--- config.mk ---
export PLATFORM = sky130hd
export DESIGN_NAME = layer_vector_serializer
export DESIGN_NICKNAME = d
export VERILOG_FILES = /design/src/rtl/layer_stream_pkg.sv /design/src/rtl/layer_vector_serializer.sv
export SDC_FILE = /design/constraint.sdc
export NUM_CORES = 1
export LEC_CHECK = 0
export ABC_CLOCK_PERIOD_IN_PS = 3800
export CELL_PAD_IN_SITES_DETAIL_PLACEMENT = 0
export CELL_PAD_IN_SITES_GLOBAL_PLACEMENT = 1
export CORE_ASPECT_RATIO = 1.4
export CORE_MARGIN = 2
export CORE_UTILIZATION = 40
export DETAILED_ROUTE_END_ITERATION = 6
export GPL_TIMING_DRIVEN = 0
export PLACE_DENSITY_LB_ADDON = 0.25
export SLEW_MARGIN = 20
export SYNTH_ARGS = -nofsm -noshare
export SYNTH_HDL_FRONTEND = slang
export SYNTH_SLANG_ARGS = --single-unit
--- constraint.sdc ---
create_clock -name clk -period 3.8 [get_ports clk]
set_clock_uncertainty 0.05 [all_clocks]
set_input_delay 0.38 -clock clk [delete_from_list [all_inputs] [get_ports clk]]
set_output_delay 0.38 -clock clk [all_outputs]
set_load 0.05 [all_outputs]
--- src/rtl/layer_stream_pkg.sv ---
// Shared types for the layer output streaming path: serializer FSM states
// and the index-width helper.
package layer_stream_pkg;

  typedef enum logic {
    IDLE   = 1'b0,
    STREAM = 1'b1
  } state_t;

  // Index width for an n-element vector, never narrower than one bit.
  function automatic int idx_width(input int n);
    return (n < 2) ? 1 : $clog2(n);
  endfunction

endpackage

--- src/rtl/layer_vector_serializer.sv ---
// Streams a captured dataWidth*neuron_no vector out one element per valid/ready
// handshake. Define SERIALIZER_DOUBLE_BUFFER_EN for a shadow buffer that chains vectors.
module layer_vector_serializer
  import layer_stream_pkg::*;
#(
  parameter int dataWidth = 16,
  parameter int neuron_no = 20,
  localparam int IW = idx_width(neuron_no),
  localparam int VW = dataWidth * neuron_no
) (
  input  logic                 clk,
  input  logic                 rst_n,
  input  logic [VW-1:0]        in,
  input  logic                 load,
  output logic                 load_ready,
  output logic [dataWidth-1:0] out_data,
  output logic [IW-1:0]        out_index,
  output logic                 out_valid,
  input  logic                 out_ready,
  output logic                 out_last,
  output logic                 done,
  output logic                 fsm_state
);

  // Handshake: an element moves when out_valid & out_ready on a rising edge;
  // a vector is captured when load & load_ready. Outputs hold while stalled.

  localparam logic [IW-1:0] LAST_IDX = IW'(neuron_no - 1);

  state_t        state_q, state_d;
  logic [VW-1:0] buf_q, buf_d;
  logic [IW-1:0] idx_q, idx_d;
  logic          done_q, done_d;
  logic          load_acc, xfer, at_last;

`ifdef SERIALIZER_DOUBLE_BUFFER_EN
  logic [VW-1:0] shadow_q, shadow_d;
  logic          pend_q, pend_d;
  assign load_ready = ~pend_q;
`else
  assign load_ready = (state_q == IDLE);
`endif

  assign load_acc  = load & load_ready;
  assign xfer      = (state_q == STREAM) & out_ready;
  assign at_last   = (idx_q == LAST_IDX);

  assign out_valid = (state_q == STREAM);
  assign out_index = idx_q;
  assign out_last  = (state_q == STREAM) & at_last;
  assign out_data  = (state_q == STREAM) ? buf_q[int'(idx_q)*dataWidth +: dataWidth] : '0;
  assign done      = done_q;
  assign fsm_state = state_q;

  always_comb begin
    state_d = state_q;
    buf_d   = buf_q;
    idx_d   = idx_q;
    done_d  = 1'b0;
`ifdef SERIALIZER_DOUBLE_BUFFER_EN
    shadow_d = shadow_q;
    pend_d   = pend_q;
`endif
    case (state_q)
      IDLE: begin
        if (load_acc) begin
          buf_d   = in;
          idx_d   = '0;
          state_d = STREAM;
        end
      end
      STREAM: begin
        if (xfer) begin
          if (!at_last) begin
            idx_d = idx_q + 1'b1;
          end else begin
            done_d  = 1'b1;
            idx_d   = '0;
            state_d = IDLE;
`ifdef SERIALIZER_DOUBLE_BUFFER_EN
            // A vector waiting (or arriving right now) follows with no bubble.
            if (pend_q) begin
              buf_d   = shadow_q;
              pend_d  = 1'b0;
              state_d = STREAM;
            end else if (load_acc) begin
              buf_d   = in;
              state_d = STREAM;
            end
`endif
          end
        end
`ifdef SERIALIZER_DOUBLE_BUFFER_EN
        if (load_acc && !(xfer && at_last)) begin
          shadow_d = in;
          pend_d   = 1'b1;
        end
`endif
      end
    endcase
  end

  always_ff @(posedge clk) begin
    if (!rst_n) begin
      state_q <= IDLE;
      buf_q   <= '0;
      idx_q   <= '0;
      done_q  <= 1'b0;
`ifdef SERIALIZER_DOUBLE_BUFFER_EN
      shadow_q <= '0;
      pend_q   <= 1'b0;
`endif
    end else begin
      state_q <= state_d;
      buf_q   <= buf_d;
      idx_q   <= idx_d;
      done_q  <= done_d;
`ifdef SERIALIZER_DOUBLE_BUFFER_EN
      shadow_q <= shadow_d;
      pend_q   <= pend_d;
`endif
    end
  end

endmodule

# == After elaboration in Yosys (flattened, before gate mapping) ==
# Cells that the tools add are included.
# op_classes
n_addsub,1
n_eq_ne,3
n_shift,1
mux,10
bitwise_logic,4
n_reduce_logical,3
# op_table
operator,n
$shiftx A320 B10 Y16,1
$mux W16,1
$mux W5,3
$pmux W5 S2,1
$add A5 B1 Y5 const B,1
$eq A5 B5 Y1 const B,1
$mux W1,4
$reduce_and A2 Y1,2
$and A1 B1 Y1,3
$reduce_and A3 Y1,1
$ne A2 B1 Y1 const B,1
$ne A2 B2 Y1 const B,1
$pmux W1 S2,1
$not A1 Y1,1
# totals
register_bits,327
input_bits,324
output_inout_bits,26
word_cells,26

# == Logic depth before layout (Yosys ltp) ==
# logic_depth
word_depth,4
depth_mapped,7
ltp_nobuf,5

# == Worst setup path before layout ==
# Ideal clock, no wire load.
# synth_path
kind,flip-flop to output port
from,register state_q (netlist: fsm_state)
to,output out_data[0]
arrival_ps,2466
required_ps,3370
slack_ps,904
stages_incl_launch_ff,5
n_path_buf,1
cell_sequence,dfxtp_1 -> inv_2 -> or4_1 -> buf_2 -> o221ai_1
# synth_via
elab_chain_cells,1
# synth_rtl
element,line_no,text
start: declaration,layer_vector_serializer.sv:30,"state_t state_q, state_d;"
start signal: assignment,layer_vector_serializer.sv:114,state_q <= state_d;
$mux W16,layer_vector_serializer.sv:51,assign out_data = (state_q == STREAM) ? buf_q[int'(idx_q)*dataWidth +: dataWidth] : '0;
end: declaration,layer_vector_serializer.sv:16,"output logic [dataWidth-1:0] out_data,"
# No other way between the ends.

# == Worst setup path in the final report ==
# layout_path
from,register idx_q[0] (netlist: out_index[0])
to,output out_data[15]
# layout_via
elab_chain_cells,2
# layout_rtl
element,line_no,text
start: declaration,layer_vector_serializer.sv:32,"logic [IW-1:0] idx_q, idx_d;"
start signal: assignment,layer_vector_serializer.sv:116,idx_q <= idx_d;
$shiftx A320 B10 Y16,layer_vector_serializer.sv:51,
$mux W16,layer_vector_serializer.sv:51,
# No other way between the ends.

==> results_dict.tcl <==
set metrics [dict create \
    drt-total-wl_um 51600 \
    avgSynthCellArea_um2 8.83 \
    dieArea_um2 38500 \
    gr-usage-met3_pct 4.85 \
    synth_edf_count 0 \
    worstSkewPairLatency_ns 0.58 \
    htreeDepth 1 \
    finalSetupViolCount 0 \
    synth_ff_type "dfxtp_1" \
    placed_area_um2 18900 \
    dr.pass1.iters 5 \
    swShare_pct 25.3 \
    rsz0062_at_grt "no" \
    arrival_ns 3.23 \
    slew_headroom_pct 57.9 \
    synthesis.instances 1675 \
    ant_nets 0 \
    power_density_nw_per_um2 402 \
    ys_seq_area_share_pct 44.3 \
    min_path_cells 3 \
    start_util_pct 40.5 \
    via_count 12900 \
    post-route-worst-setup-slack_ns 0.137 \
    max_cap_violations 0 \
    postSynthNetCount 2000 \
    max_stage_delay_ns 0.89 \
    r2r_cells 6 \
    max_freq_mhz 273 \
    final_area_um2 19800 \
    finalHoldViolations 0 \
    drive_above_1_share_pct 9.77 \
    fp.dieW_um 167 \
    cts_buffer_depth 3 \
    post-route-period-util_pct 96.4 \
    pwr-share-seq_pct 46.8 \
    r2r-start "fsm_state" \
    crit_chain "buf_6 > buf_4 > buf_4 > mux2i_1 > a22oi_1 > nand3_1 > o221ai_1 > clkdlybuf4s50_1" \
    yosysMostFrequentCell "nand2_1" \
    fin_nets 2381 \
    grt_antenna_before_repair 4 \
    synth_top_area_share_pct 44.3 \
    hpwl_um 41900 \
    hold_path_startpoint "rst_n" \
    cts_made_buffers 31 \
    numPortBuffers 348 \
    path_buf_inv 4 \
    ys_ff_latch 327 \
    synth.top_cells.by_count "nand2_1 (643), dfxtp_1 (327), a21boi_0 (319)" \
    min_to "fsm_state" \
    grtUsageMet2_pct 49.5 \
    cts_root_buffer "clkbuf_16" \
    overflow 0 \
    grt_pass1_wl_um 76400 \
    crit_path_frequent_cell "buf_4" \
    drc 0 \
    cts.clk_slew.worst_paths_ns 0.07 \
    grt-busiest-layer "met2" \
    dp_slack_ns 0.555 \
    start_kind "register" \
    worstSetupPathType "reg2out" \
    outcome "completed" \
    yosys.area.top_type "dfxtp_1" \
    cpMaxStageDelayCell "clkdlybuf4s50_1" \
    fin_cells 2545 \
    fin_crit_ns 3.66 \
    rows 83 \
    drtIter0Drc 585 \
    grt_usage_pct 26.1 \
    place.gp.congestion 0.923 \
    grt_max_degree 15 \
    r2r_setup_slack_ns 1.83 \
    die_height_um 232 \
    holdBufCountCts 0 \
    synth_warnings 0 \
    reg2reg_to "buf_q[56]" \
    worst-path-max-fanout 10 \
    cp.required_ns 3.37 \
    yosys-top-cells-area "dfxtp_1 (44%), nand2_1 (16%), a21boi_0 (16%)" \
    holdCritPathClass "in2reg" \
    cts_tree "done" \
    pwr-share-comb_pct 14.9 \
    tns_ns 0 \
    synthArstFlopShare_pct 0 \
    p_clk_share_pct 38.3 \
    vias_per_cell 5.08 \
    ir_drop_uv 287 \
    power.net_switching_mw 2.02 \
    syn_area_um2 14800 \
    place_inst 2490 \
    ios 350 \
    post_drt_wl_per_cell_um 20.3 \
    worst_setup_path_end_kind "primary output" \
    critical-path-top-delay-family "buffers and inverters" \
    p_int_mw 5.96 \
    nFillCells 3449 \
    core_area_um2 36600 \
    grt_pass1_vias 13300 \
    worstMarginPinSlew_ns 0.630 \
    clkSinkCount 327 \
    cts_setup_buffers 0 \
    leakagePower_nw 7.22 \
    grt_use_met1_pct 27.9 \
    maxSlewViolCount 0 \
    ys_types 34 \
    area_delta_synth_final_pct 34.2 \
]
-- routing by layer --
layer | routed length [um] | share of wire (%)
met4 | 2290 | 4.4
met3 | 3110 | 6.0
met5 | 12 | 0.023
met2 | 26900 | 52
met1 | 19400 | 37
-- state kept, by name, summed over array words and instances (netlist names) --
signal     count
done           1
buf_q        320
fsm_state      1
out_index      5
-- how the worst max path moves through the flow --
stage	start	end	depth (start not counted)
after floorplan	fsm_state	out_data[0]	4
after global placement	out_index[0]	out_data[7]	8
after detailed placement	out_index[0]	out_data[7]	8
after CTS	out_index[0]	out_data[5]	8
after global routing	fsm_state	out_data[13]	6
final	out_index[0]	out_data[15]	8
-- what timing repair did --
| item | 4_1_cts | 5_1_grt |
|---|---|---|
| resized for setup | 5 | 5 |
| pin swaps | 0 | 0 |
| endpoints found under the setup margin | 5 | 5 |
-- through the flow --
stage                     hold slack [ns]  power (mW)  util, %
final                               0.260        7.97     54.3
after global routing                0.265        8.26     54.3
after CTS                           0.243        8.03     54.2
after detailed placement            0.404        5.00     51.6
after global placement              0.396        4.98     51.6
after floorplan                     0.382        4.35        -
-- worst reg2reg max path: stages, from the launching register on --
cell	delay (ns)
dfxtp_1	0.60
inv_2	0.13
nand2_1	0.24
buf_2	0.29
buf_2	0.29
nand2_1	0.07
a21boi_0	0.22
-- cells in the final DEF (no fill, tap or decap), types with 7 or more instances in the layout --
| master | instances |
|---|---|
| mux2i_1 | 81 |
| o221ai_2 | 11 |
| nand2_1 | 643 |
| buf_2 | 81 |
| clkdlybuf4s50_1 | 338 |
| inv_1 | 17 |
| clkbuf_16 | 31 |
| buf_6 | 7 |
| buf_4 | 10 |
| a22oi_1 | 33 |
| dfxtp_1 | 327 |
| a21boi_0 | 319 |
| nand3_1 | 17 |
| mux4_2 | 48 |
| clkbuf_1 | 54 |
-- power groups by stage --
stage,sequential (mW),combinational (mW),clock (mW)
6_report,3.73,1.19,3.06
5_1_grt,3.75,1.29,3.22
4_1_cts,3.73,1.20,3.10
3_5_place_dp,3.80,1.20,0
3_3_place_gp,3.80,1.19,0
2_1_floorplan,3.77,0.585,0
-- cell families (layout without fill, tap and decap cells) --
kind of cell	count (synthesis)	count (layout)	share of synthesized area, %
compound gates	379	379	19.8
fa+ha+maj	1	1	0.0846
buf+inv	161	563	5.39
flops	327	327	44.3
mux	129	129	12.8
other cells	0	1	0
simple gates	678	678	17.7
-- cell type report --
cell class	count	area, um^2	share of cell area [%]
Multi-Input combinational cell	1187	7450	37.5
Sequential cell	327	6550	33.0
Timing Repair Buffer	348	3490	17.6
Clock buffer	46	882	4.45
Buffer	143	729	3.68
Tap cell	467	584	2.94
Clock inverter	8	93.8	0.473
Inverter	18	67.6	0.341
Antenna cell	1	2.50	0.0126
Power figures use the tool's default switching activity.
